$ cat src/rtl/sdram_port_arbiter_pkg.sv
// Shared types for the SDRAM port arbiter: controller command codes, FSM states
// and a constant-evaluable ceil(log2) helper.
package sdram_arb_pkg;

    typedef enum logic [1:0] {
        CMD_NOP   = 2'd0,
        CMD_WRITE = 2'd1,
        CMD_READ  = 2'd2
    } cmd_e;

    typedef enum logic [2:0] {
        ST_IDLE,
        ST_ISSUE,
        ST_WAIT_WR,
        ST_WAIT_RD,
        ST_GAP
    } state_e;

    function automatic int clog2_f(input int value);
        int result;
        result = 0;
        for (int i = 0; i < 31; i++) begin
            if ((1 << result) < value) begin
                result = result + 1;
            end
        end
        return result;
    endfunction

endpackage

$ cat src/rtl/sdram_port_arbiter_rr_select.sv
// Combinational round-robin picker: first requester at or after ptr, wrapping
// modulo N. Returns a one-hot grant, its index and an any-request flag.
module rr_select #(
    parameter int N     = 4,
    parameter int IDX_W = (N > 1) ? $clog2(N) : 1
) (
    input  logic [N-1:0]     req,
    input  logic [IDX_W-1:0] ptr,
    output logic [N-1:0]     gnt,
    output logic [IDX_W-1:0] idx,
    output logic             any
);

    int               slot;
    logic [IDX_W-1:0] slot_idx;

    // Scan from the farthest offset down so the nearest requester is written last.
    always_comb begin
        idx      = '0;
        any      = 1'b0;
        slot     = 0;
        slot_idx = '0;
        for (int off = N - 1; off >= 0; off--) begin
            slot = int'(ptr) + off;
            if (slot >= N) begin
                slot = slot - N;
            end
            slot_idx = IDX_W'(slot);
            if (req[slot_idx]) begin
                idx = slot_idx;
                any = 1'b1;
            end
        end
    end

    for (genvar gi = 0; gi < N; gi++) begin : g_gnt
        assign gnt[gi] = any && (idx == IDX_W'(gi));
    end

endmodule

$ cat src/rtl/sdram_port_arbiter.sv
// Multi-port round-robin front end for the SDRAM controller command port.
// Optional build macro SDRAM_ARB_PORT0_PRIO_EN gives port 0 absolute priority.
module sdram_port_arbiter
    import sdram_arb_pkg::*;
#(
    parameter int NUM_PORTS  = 4,
    parameter int ADDR_W     = 22,
    parameter int DATA_W     = 32,
    parameter int READ_BURST = 1
) (
    input  logic                        clk,
    input  logic                        rst_n,
    input  logic [NUM_PORTS-1:0]        port_req,
    input  logic [NUM_PORTS-1:0]        port_we,
    input  logic [NUM_PORTS*ADDR_W-1:0] port_addr,
    input  logic [NUM_PORTS*DATA_W-1:0] port_wdata,
    output logic [NUM_PORTS-1:0]        port_gnt,
    output logic [DATA_W-1:0]           port_rdata,
    output logic [NUM_PORTS-1:0]        port_rvalid,
    output logic [NUM_PORTS-1:0]        port_wdone,
    output logic [1:0]                  ctl_command,
    output logic [ADDR_W-1:0]           ctl_addr,
    output logic [DATA_W-1:0]           ctl_wdata,
    input  logic [DATA_W-1:0]           ctl_rdata,
    input  logic                        ctl_rvalid,
    input  logic                        ctl_wdone
);

    localparam int IDX_W  = clog2_f(NUM_PORTS);
    localparam int BEAT_W = clog2_f(READ_BURST) + 1;

    state_e                 state_reg;
    cmd_e                   ctl_command_reg;
    logic [ADDR_W-1:0]      ctl_addr_reg;
    logic [DATA_W-1:0]      ctl_wdata_reg;
    logic [NUM_PORTS-1:0]   port_gnt_reg;
    logic [IDX_W-1:0]       rr_ptr_reg;
    logic [IDX_W-1:0]       owner_reg;
    logic                   owner_valid_reg;
    logic                   is_read_reg;
    logic [BEAT_W-1:0]      beat_cnt_reg;

    logic [NUM_PORTS-1:0]   rr_req;
    logic [NUM_PORTS-1:0]   rr_gnt;
    logic [IDX_W-1:0]       rr_idx;
    logic                   rr_any;
    logic [NUM_PORTS-1:0]   win_onehot;
    logic [IDX_W-1:0]       win_idx;
    logic                   win_any;
    logic [IDX_W-1:0]       ptr_next;
    logic                   in_rd_phase;
    logic                   in_wr_phase;
    logic                   rd_accept;
    logic                   wr_accept;

`ifdef SDRAM_ARB_PORT0_PRIO_EN
    assign rr_req = {port_req[NUM_PORTS-1:1], 1'b0};
`else
    assign rr_req = port_req;
`endif

    rr_select #(
        .N     (NUM_PORTS),
        .IDX_W (IDX_W)
    ) u_rr_select (
        .req (rr_req),
        .ptr (rr_ptr_reg),
        .gnt (rr_gnt),
        .idx (rr_idx),
        .any (rr_any)
    );

    always_comb begin
        win_onehot = rr_gnt;
        win_idx    = rr_idx;
        win_any    = rr_any;
`ifdef SDRAM_ARB_PORT0_PRIO_EN
        if (port_req[0]) begin
            win_onehot = NUM_PORTS'(1);
            win_idx    = '0;
            win_any    = 1'b1;
        end
`endif
    end

    always_comb begin
        ptr_next = (owner_reg == IDX_W'(NUM_PORTS - 1)) ? '0 : owner_reg + 1'b1;
`ifdef SDRAM_ARB_PORT0_PRIO_EN
        // Port 0 grants leave the rotation untouched; the rotation never lands on port 0.
        if (owner_reg == '0) begin
            ptr_next = rr_ptr_reg;
        end else if (ptr_next == '0) begin
            ptr_next = IDX_W'(1);
        end
`endif
    end

    // Completions count only while the matching transaction type is outstanding.
    assign in_rd_phase = owner_valid_reg && is_read_reg &&
                         (state_reg == ST_ISSUE || state_reg == ST_WAIT_RD);
    assign in_wr_phase = owner_valid_reg && !is_read_reg &&
                         (state_reg == ST_ISSUE || state_reg == ST_WAIT_WR);
    assign rd_accept   = ctl_rvalid && in_rd_phase;
    assign wr_accept   = ctl_wdone && in_wr_phase;

    for (genvar gi = 0; gi < NUM_PORTS; gi++) begin : g_resp
        assign port_rvalid[gi] = rd_accept && (owner_reg == IDX_W'(gi));
        assign port_wdone[gi]  = wr_accept && (owner_reg == IDX_W'(gi));
    end

    assign port_rdata  = ctl_rdata;
    assign port_gnt    = port_gnt_reg;
    assign ctl_command = ctl_command_reg;
    assign ctl_addr    = ctl_addr_reg;
    assign ctl_wdata   = ctl_wdata_reg;

    always_ff @(posedge clk or negedge rst_n) begin
        if (!rst_n) begin
            state_reg       <= ST_IDLE;
            ctl_command_reg <= CMD_NOP;
            ctl_addr_reg    <= '0;
            ctl_wdata_reg   <= '0;
            port_gnt_reg    <= '0;
            rr_ptr_reg      <= '0;
            owner_reg       <= '0;
            owner_valid_reg <= 1'b0;
            is_read_reg     <= 1'b0;
            beat_cnt_reg    <= '0;
        end else begin
            port_gnt_reg <= '0;
            case (state_reg)
                ST_IDLE: begin
                    if (win_any) begin
                        owner_reg       <= win_idx;
                        owner_valid_reg <= 1'b1;
                        is_read_reg     <= !port_we[win_idx];
                        ctl_command_reg <= port_we[win_idx] ? CMD_WRITE : CMD_READ;
                        ctl_addr_reg    <= port_addr[win_idx*ADDR_W +: ADDR_W];
                        ctl_wdata_reg   <= port_wdata[win_idx*DATA_W +: DATA_W];
                        port_gnt_reg    <= win_onehot;
                        beat_cnt_reg    <= '0;
                        state_reg       <= ST_ISSUE;
                    end
                end
                ST_ISSUE, ST_WAIT_RD, ST_WAIT_WR: begin
                    if (rd_accept) begin
                        ctl_command_reg <= CMD_NOP;
                        beat_cnt_reg    <= beat_cnt_reg + 1'b1;
                        state_reg       <= (beat_cnt_reg == BEAT_W'(READ_BURST - 1)) ?
                                           ST_GAP : ST_WAIT_RD;
                    end else if (wr_accept) begin
                        ctl_command_reg <= CMD_NOP;
                        state_reg       <= ST_GAP;
                    end else if (state_reg == ST_ISSUE) begin
                        state_reg <= is_read_reg ? ST_WAIT_RD : ST_WAIT_WR;
                    end
                end
                ST_GAP: begin
                    rr_ptr_reg      <= ptr_next;
                    owner_valid_reg <= 1'b0;
                    state_reg       <= ST_IDLE;
                end
                default: state_reg <= ST_IDLE;
            endcase
        end
    end

`ifdef SIM
    logic stray_event_reg;

    always_ff @(posedge clk or negedge rst_n) begin
        if (!rst_n) begin
            stray_event_reg <= 1'b0;
        end else if ((ctl_rvalid && !in_rd_phase) || (ctl_wdone && !in_wr_phase)) begin
            stray_event_reg <= 1'b1;
        end
    end
`endif

endmodule

$ cat config.mk
export PLATFORM = sky130hd
export DESIGN_NAME = sdram_port_arbiter
export DESIGN_NICKNAME = d
export VERILOG_FILES = /design/src/rtl/sdram_port_arbiter_pkg.sv /design/src/rtl/sdram_port_arbiter_rr_select.sv /design/src/rtl/sdram_port_arbiter.sv
export SDC_FILE = /design/constraint.sdc
export NUM_CORES = 1
export LEC_CHECK = 0
export BUFFER_PORTS_ARGS = -buffer_cell sky130_fd_sc_hd__buf_4
export CAP_MARGIN = 10
export CORE_AREA = 2 2 138 140
export DETAILED_ROUTE_END_ITERATION = 6
export DIE_AREA = 0 0 140 142
export PLACE_DENSITY = 0.59
export SLEW_MARGIN = 10
export SYNTH_ARGS = -nofsm -noshare
export SYNTH_HDL_FRONTEND = slang
export SYNTH_SLANG_ARGS = --single-unit
$ cat constraint.sdc
create_clock -name clk -period 2 [get_ports clk]
set_clock_uncertainty 0.05 [all_clocks]
set_input_delay 0.4 -clock clk [delete_from_list [all_inputs] [get_ports clk]]
set_output_delay 0.4 -clock clk [all_outputs]
set_load 0.01 [all_outputs]
==> flow_summary.ini <==
[critical_path]
cp.arrival_ns = 1.70
r2r_cells = 6
crit_chain = buf_6 -> xnor2_4 -> nor4b_2 -> buf_4 -> and2_4 -> buf_6
critical_path_class = flip-flop to primary output
r2r_slack_ns = -0.01
slowest_delay_ns = 0.40
r2r-end = ctl_addr[3]
cp-start-kind = flip-flop
cp_max_fo = 5
cpMaxStageDelayCell = dfrtp_1
crit_top_cell = buf_6
rr_startpoint = state_reg[1]
end_kind = primary output
crit_required_ns = 1.55

[cts]
cts.sinks = 70
clk_pin_slew_ns = 0.07
cts_tree = built
clkLatencyLatePin_ns = 0.34
cts-root-buf = clkbuf_16
htree_num_levels = 3
numCtsBuffers = 9
cts_max_path_buffers = 2

[global_route]
use_met2 = 0.325
busiest_layer = met2
antenna_found_initial = 1
grt_pass1_wl_mm = 28.2
met1_usage = 0.214
grt_pass1_vias = 5245
track_usage = 0.183
met3_usage = 0.0461
grt_max_degree = 55
grt_overflow_total = 0

[yosys]
ys_top_cells_by_area = dfrtp_1, nand2_1, a211o_1
ys_types = 39
ys_warn_count = 0
yosysMostFrequentCell = nand2_1
synth_flop_cell = dfrtp_1
syn_area_per_cell_um2 = 7.90
yosys.area.top_type_share = 0.373
ys_seq_area_frac = 0.373
synth_fp_nets = 858
synth_area_um2 = 4690
ys_ff_latch = 70
synthTopCellsByCount = nand2_1, a21oi_1, dfrtp_1
synthArstFlopShare = 1.00
netlist_instances = 594
synth_edf_count = 0
synth_top_cell_by_area = dfrtp_1

[place]
gp_congestion = 0.812
port_buffers = 295
place_inst = 1085
dp_hpwl_mm = 14.0
dp_slack_ns = -0.0767

[power]
irDropWorstVdd_v = 0.000578
p_per_area_nw_per_um2 = 1310
leakagePower_nw = 4.13
power_mw = 10.3

[sta]
finalSetupViolations = 12
setup_ws_ns = -0.147
period_needed_ns = 2.15
fin_crit_sh = 1.07
slew_violations = 0
rsz0062_at_grt = yes
worst_pin_slew_ns = 0.497
slew_headroom = 0.669
hold_violations = 0
fmax_ghz = 0.466

[final_layout]
largest_register_ffs = 32
fillCellCount = 1900
register_area_um2 = 1750
syn2layout_area_growth_pct = 67.8
drive_above_1_share = 0.486
nNetsFinal = 1140
multiInputGateArea_um2 = 2570
fin_cells = 1116

[min_path]
whs_path_depth = 4
hp-start = port_we[0]
min_to = ctl_command[1]
worstHoldPathType = input pin to flip-flop

[routing]
wl_per_cell_um = 17.2
initialDrtViolationCount = 279
post-route-drc-count = 51
vias_per_cell = 4.77
vias = 5318
routed_wirelength_mm = 19.2
first_pass_iters = 7
postRouteAntennaNets = 0

[floorplan]
die_area_um2 = 19900
start_util = 0.254
core.rowCount = 50
die_x_um = 140
ios = 360
core_um2 = 18500
die_y_um = 142

[run_status]
status = finished with violations
violations = design-rule violations, negative setup slack

[run]
max-cap-violations = 0
[critical path: cells and delay by family, from the launching register on]
family,cells,cell delay [ns]
flops,1,0.40
buf+inv,3,0.43
simple gates,2,0.41
xor+xnor,1,0.12
[metrics by stage]
stage                     TNS, ns  hold slack [ns]  cell area (um^2)   util
final                      -0.635            0.351              7870  0.426
after global routing        -1.91            0.371              7870  0.426
after CTS                  -0.620            0.334              7730  0.419
after detailed placement    -3.57            0.239              7210  0.391
after global placement      -1.96            0.239              7210  0.391
after floorplan                 0           0.0544              4690      -
[cell type report]
type                       count  share of cell area
inverter                       5             0.00239
tap                          234              0.0372
clock inverter                 7              0.0124
multi-input combinational    445               0.327
clock buffer                   9              0.0286
antenna                        1            0.000318
timing repair buffer         345               0.370
sequential                    70               0.223
[routing by layer]
metal | wire [um] | up-vias
li1 | - | 2563
met1 | 7620 | 2488
met2 | 9630 | 229
met3 | 1410 | 38
met4 | 501 | 0
met5 | 0 | -
[worst max-delay path by stage]
stage	endpoint	start	cells past startpoint	slack, ns
4_1_cts	port_wdone[2]	state_reg[2]	6	-0.12
2_1_floorplan	ctl_wdata[5]	rr_ptr_reg[1]	8	0.07
3_5_place_dp	ctl_wdata[6]	port_req[1]	5	-0.08
6_report	port_wdone[3]	state_reg[0]	6	-0.15
5_1_grt	port_wdone[0]	state_reg[1]	6	-0.23
3_3_place_gp	ctl_wdata[28]	port_req[0]	8	-0.05
[cell families after synthesis]
family                     after synthesis  share of synthesized area
and+or+nand+nor                        254                      0.221
AOI/OAI and AO/OA                      181                      0.279
buffers and inverters                   80                      0.105
DFF                                     70                      0.373
muxes                                    4                    0.00907
adders and majority gates                4                     0.0107
xor gates and xnor gates                 1                    0.00187
[cell usage in the layout, fill, tap and decap left out, types with 7 or more instances in the layout]
cell type    n
dfrtp_1     69
and2_4       8
a21oi_2     43
clkbuf_16   11
buf_6       14
a21oi_1     68
buf_12      14
nand2_1    222
a211o_1     54
buf_4      311
nor2_1       7
[power breakdown]
group / internal [mW] / switching (mW)
registers: 2.08 / 0.431
logic: 3.08 / 2.98
clock network: 1.10 / 0.673
total: 6.26 / 4.08
[repair_timing]
item,4_1_cts,5_1_grt
hold buffers,1,0
gates resized for setup,24,15
buffers inserted,7,2
setup endpoints to repair,33,63
endpoints found under the hold margin,15,0
pin swaps,5,3
cloned,1,3
Power figures use the tool's default switching activity.
